## src/rtl/reset_seq_pkg.sv

```systemverilog
// Shared types and constants for the staged reset-release sequencer.
package reset_seq_pkg;

  localparam int unsigned CNT_W           = 16;
  localparam int unsigned DEF_NUM_STAGES  = 4;
  localparam int unsigned DEF_STAGE_DELAY = 16;
  localparam int unsigned DEF_ACK_TIMEOUT = 255;
  localparam int unsigned DEF_SYNC_STAGES = 2;

  typedef enum logic [2:0] {
    ST_IDLE,
    ST_SETTLE,
    ST_RELEASE,
    ST_WAIT_ACK,
    ST_GAP,
    ST_RUN,
    ST_FAULT
  } state_e;

  // Saturating increment: the counter sticks at all-ones instead of wrapping.
  function automatic logic [CNT_W-1:0] sat_inc(input logic [CNT_W-1:0] v);
    return (&v) ? v : v + CNT_W'(1);
  endfunction

endpackage

```

## src/rtl/reset_sync.sv

```systemverilog
// Level synchronizer for the fabric reset; output is the last flop of the chain.
module reset_sync #(
  parameter int unsigned DEPTH = 2
) (
  input  logic clk,
  input  logic rst,
  input  logic d,
  output logic q
);

  logic [DEPTH-1:0] sync_q;

  always_ff @(posedge clk) begin
    if (rst) begin
      sync_q <= '0;
    end else begin
      sync_q <= {sync_q[DEPTH-2:0], d};
    end
  end

  assign q = sync_q[DEPTH-1];

endmodule

```

## src/rtl/reset_stage_sequencer.sv

```systemverilog
// Releases NUM_STAGES reset domains in ascending order, waiting for each
// stage's acknowledge and a settle gap before releasing the next one.
module reset_stage_sequencer
  import reset_seq_pkg::*;
#(
  parameter int unsigned NUM_STAGES  = DEF_NUM_STAGES,
  parameter int unsigned STAGE_DELAY = DEF_STAGE_DELAY,
  parameter int unsigned ACK_TIMEOUT = DEF_ACK_TIMEOUT,
  parameter int unsigned SYNC_STAGES = DEF_SYNC_STAGES
) (
  input  logic                  CLK,
  input  logic                  RST,
  input  logic                  FABRIC_RESET_N,
  input  logic [NUM_STAGES-1:0] STAGE_ACK,
  output logic [NUM_STAGES-1:0] STAGE_RESET_N,
  output logic                  SYS_READY,
  output logic                  FAULT,
  output logic [2:0]            CUR_STAGE
);

  localparam logic [CNT_W-1:0] DELAY_LAST   = CNT_W'(STAGE_DELAY - 1);
  localparam logic [CNT_W-1:0] TIMEOUT_LAST = CNT_W'(ACK_TIMEOUT - 1);
  localparam logic [2:0]       LAST_STAGE   = 3'(NUM_STAGES - 1);

  state_e                  state_q;
  logic [CNT_W-1:0]        cnt_q;
  logic                    fab_ok;
  logic [NUM_STAGES-1:0]   stage_bit;
  logic                    ack_cur;

  reset_sync #(
    .DEPTH(SYNC_STAGES)
  ) u_sync (
    .clk (CLK),
    .rst (RST),
    .d   (FABRIC_RESET_N),
    .q   (fab_ok)
  );

  // Only the acknowledge of the stage currently being released is looked at,
  // so early acknowledges from unreleased stages have no effect.
  assign stage_bit = NUM_STAGES'(1) << CUR_STAGE;
  assign ack_cur   = |(STAGE_ACK & stage_bit);

  always_ff @(posedge CLK) begin
    if (RST) begin
      state_q       <= ST_IDLE;
      cnt_q         <= '0;
      CUR_STAGE     <= '0;
      STAGE_RESET_N <= '0;
      SYS_READY     <= 1'b0;
      FAULT         <= 1'b0;
    end else if (!fab_ok) begin
      // Losing the fabric reset collapses every state, FAULT included, to IDLE.
      state_q       <= ST_IDLE;
      cnt_q         <= '0;
      CUR_STAGE     <= '0;
      STAGE_RESET_N <= '0;
      SYS_READY     <= 1'b0;
      FAULT         <= 1'b0;
    end else begin
      case (state_q)
        ST_IDLE: begin
          cnt_q         <= '0;
          CUR_STAGE     <= '0;
          STAGE_RESET_N <= '0;
          SYS_READY     <= 1'b0;
          state_q       <= ST_SETTLE;
        end

        ST_SETTLE: begin
          if (cnt_q == DELAY_LAST) begin
            cnt_q   <= '0;
            state_q <= ST_RELEASE;
          end else begin
            cnt_q <= sat_inc(cnt_q);
          end
        end

        ST_RELEASE: begin
          STAGE_RESET_N <= STAGE_RESET_N | stage_bit;
          cnt_q         <= '0;
          state_q       <= ST_WAIT_ACK;
        end

        // An acknowledge in the expiry cycle wins over the timeout.
        ST_WAIT_ACK: begin
          if (ack_cur) begin
            cnt_q <= '0;
            if (CUR_STAGE == LAST_STAGE) begin
              SYS_READY <= 1'b1;
              state_q   <= ST_RUN;
            end else begin
              state_q <= ST_GAP;
            end
          end else if (cnt_q == TIMEOUT_LAST) begin
            cnt_q         <= '0;
            STAGE_RESET_N <= '0;
            FAULT         <= 1'b1;
            state_q       <= ST_FAULT;
          end else begin
            cnt_q <= sat_inc(cnt_q);
          end
        end

        ST_GAP: begin
          if (cnt_q == DELAY_LAST) begin
            cnt_q     <= '0;
            CUR_STAGE <= CUR_STAGE + 3'd1;
            state_q   <= ST_RELEASE;
          end else begin
            cnt_q <= sat_inc(cnt_q);
          end
        end

        ST_RUN: begin
          if (STAGE_ACK != '1) begin
            STAGE_RESET_N <= '0;
            SYS_READY     <= 1'b0;
            FAULT         <= 1'b1;
            state_q       <= ST_FAULT;
          end
        end

        ST_FAULT: begin
          STAGE_RESET_N <= '0;
          SYS_READY     <= 1'b0;
          FAULT         <= 1'b1;
        end

        default: begin
          state_q       <= ST_IDLE;
          cnt_q         <= '0;
          STAGE_RESET_N <= '0;
          SYS_READY     <= 1'b0;
          FAULT         <= 1'b0;
        end
      endcase
    end
  end

endmodule

```

## config.mk

```make
export PLATFORM = sky130hd
export DESIGN_NAME = reset_stage_sequencer
export DESIGN_NICKNAME = d
export VERILOG_FILES = /design/src/rtl/reset_seq_pkg.sv /design/src/rtl/reset_sync.sv /design/src/rtl/reset_stage_sequencer.sv
export SDC_FILE = /design/constraint.sdc
export NUM_CORES = 1
export LEC_CHECK = 0
export CAP_MARGIN = 20
export CORE_UTILIZATION = 52
export CTS_CLUSTER_DIAMETER = 40
export DETAILED_ROUTE_END_ITERATION = 12
export PLACE_DENSITY = 0.72
export SYNTH_ARGS = -nofsm -noshare
export SYNTH_HDL_FRONTEND = slang
export SYNTH_SLANG_ARGS = --single-unit
```

## constraint.sdc

```tcl
create_clock -name CLK -period 2 [get_ports CLK]
set_input_delay 0.6 -clock CLK [delete_from_list [all_inputs] [get_ports CLK]]
set_output_delay 0.6 -clock CLK [all_outputs]
set_load 0.005 [all_outputs]
```

==> flow_summary.ini <==
[setup_path]
crit_arrival_ns = 2.38
path_class = reg -> reg
cp-start-kind = flip-flop
crit_path_end_kind = flip-flop
required_ns = 2.27
critPathMaxFanout = 4

[pwr]
swShare_pct = 24.2
p_leak_nw = 0.878
clockPowerShare_pct = 34.3
switchingPower_mw = 0.243
ir_worst_vdd_v = 0.000280
cellPowerDensity_nw_per_um2 = 394
seqPwrFrac_pct = 59.8
share_comb_of_total_power_pct = 5.9
p_int_mw = 0.761

[grt]
first_global_vias = 1798
grt_max_degree = 20
grt_pass1_wl_um = 7920
grt_remaining_overflow = 0
track_usage_pct = 28.6
antenna_found_initial = 0

[flow_run]
maxCapViolCount = 0

[yosys]
syn-num-nets = 246
synth_ff_type = dfxtp_1
async_flop_share_pct = 0
syn_avg_cell_area_um2 = 7.98
netlist_area_um2 = 1850
ys_types = 47
synth_edf_count = 0
synth_cells = 232
seq_area_frac_synth_pct = 32.4
ys_seq_elements = 30
yosysWarnings = 0

[clock_network]
cts.sink_count = 30
worstSkewPairLatency_ns = 0.34
clkTransAtPathRegs_ns = 0.09
htreeDepth = 2
cts_tree = yes
cts_hold_buf = 0
clockBufferDepth = 2
cts_buffers = 5
clockRootBuffer = clkbuf_4

[die]
rows = 21
die_w_um = 61.7
start_util_pct = 55.1
io_pins = 16
dieHeight_um = 61.7
die_area_um2 = 3800
core_um2 = 3360

[sta]
rsz0062_at_grt = yes
layout_min_cycle_time_ns = 2.11
holdWs_ns = 0.462
fmax_mhz = 473
fin_tns_setup_ns = -0.587
slew_headroom_pct = 77.2
skew_ns = 0.00547
setup_viol = 13
hold_viol = 0
fin_ws_ns = -0.112
final-max-slew-violation-count = 0
tightest_slew_ns = 0.339
finalCritPeriodShare_pct = 106

[layout]
final_util_pct = 75.8
drive_gt1_share_pct = 29.4
synthToLayoutAreaGrowth_pct = 37.7
fin_nets = 296
antenna-diode-count = 0
layout.cells.most_common = buf_4
fillers = 261
multi_input_area_um2 = 1320
regArea_um2 = 607
final_cell_mix = buf_4 (40), dfxtp_1 (25), nand2_1 (22), clkdlybuf4s50_1 (14)

[detailed_routing]
route.detailed.drc = 0
vias_per_cell = 6.19
drtIter0Drc = 184
vias = 2030
first_pass_iters = 4
antenna_left = 0
wire_per_inst_um = 16.7
routed_wl_um = 5490

[placed_design]
dp_hpwl_um = 3640
place_congestion = 0.934
io_buffers = 15

[hold_path]
min-delay-path-class = reg -> reg

[status]
violations = negative setup slack
status = finished with violations
-- metrics by stage --
step	area, µm²	total power [mW]	cells	worst slack [ns]
final	2550	1.00	328	-0.112
after global routing	2550	1.04	328	-0.172
after CTS	2410	0.999	326	-0.0496
after detailed placement	2290	0.663	316	-0.432
after global placement	2290	0.661	316	-0.422
after floorplan	1850	0.637	232	-0.0406
-- cells in the mapped netlist, types with 2 or more instances --
cell	number	area [µm²]
a21boi_0	3	22.5
and4_1	6	52.6
mux2_2	2	22.5
nand3b_1	3	22.5
a31oi_1	15	93.8
nor4_1	3	18.8
nand3_1	13	65.1
xnor2_1	3	26.3
nor3_1	8	40.0
nor2_1	14	52.6
nand4_1	6	37.5
and3_1	7	43.8
nor2b_1	6	37.5
o2111ai_1	3	26.3
o21ai_0	10	50.1
a21oi_1	16	80.1
dfxtp_1	30	601
or4_4	2	22.5
ha_1	7	87.6
o211ai_1	6	45.0
clkbuf_1	13	48.8
nand2_1	22	82.6
inv_1	6	22.5
nand2b_1	5	31.3
-- worst paths after layout --
kind                                from                           to  slack [ns]  depth (start not counted)
max               cnt_q[13]$_SDFFE_PP0N_      state_q[1]$_SDFFE_PP0P_       -0.11                          6
min          u_sync.sync_q[0]$_SDFF_PP0_  u_sync.sync_q[1]$_SDFF_PP0_        0.46                          1
max reg2reg       cnt_q[13]$_SDFFE_PP0N_      state_q[1]$_SDFFE_PP0P_       -0.11                          6
min reg2reg  u_sync.sync_q[0]$_SDFF_PP0_  u_sync.sync_q[1]$_SDFF_PP0_        0.46                          1
-- cells by family after synthesis --
kind of cell | Yosys count | share of synthesized area (%)
multiplexers | 2 | 1.22
buffers and inverters | 21 | 4.73
flip-flops | 30 | 32.4
AO/OA/AOI/OAI | 64 | 22.7
AND/OR/NAND/NOR | 105 | 32.8
adder cells (fa/ha/maj) | 7 | 4.73
XOR/XNOR | 3 | 1.42
-- state kept, by name (all words and copies together) (netlist names) --
signal         cells
CUR_STAGE          3
FAULT              1
STAGE_RESET_N      4
SYS_READY          1
cnt_q             16
state_q            3
u_sync.sync_q      2
-- repair_timing --
action / CTS / global route
pin swaps: 10 / 11
gates resized for setup: 11 / 30
endpoints found under the setup margin: 16 / 25
buffers inserted: 3 / 2
-- final cells by class --
cell class	count	area share (%)
Timing Repair Buffer	58	19.6
Clock buffer	7	1.77
Multi-Input combinational cell	181	51.7
Sequential cell	30	23.8
Tap cell	46	2.26
Inverter	6	0.883
-- worst max-delay path: stages (launching register included) --
cell	delay, ns
dfxtp_2	0.33
or4_4	0.57
nor4_4	0.35
o32ai_2	0.14
buf_4	0.18
or3b_1	0.35
a31oi_1	0.12
-- layer usage --
metal / routed length (µm) / track usage, % / vias up / part of all wire (%)
met1: 2170 / 32.8 / 976 / 40
met3: 200 / 6.30 / 21 / 3.6
li1: - / - / 978 / -
met2: 2910 / 49.5 / 55 / 53
met4: 210 / 14.9 / 0 / 3.8
met5: 0 / 0 / - / 0
-- power groups by stage --
stage / clock network, mW / registers [mW] / logic, mW
after floorplan: 0 / 0.614 / 0.0231
after global placement: 0 / 0.614 / 0.0470
after detailed placement: 0 / 0.614 / 0.0486
after CTS: 0.346 / 0.600 / 0.0532
after global routing: 0.375 / 0.601 / 0.0628
final: 0.344 / 0.600 / 0.0594
Note: power is estimated with default switching activity, not from simulation.
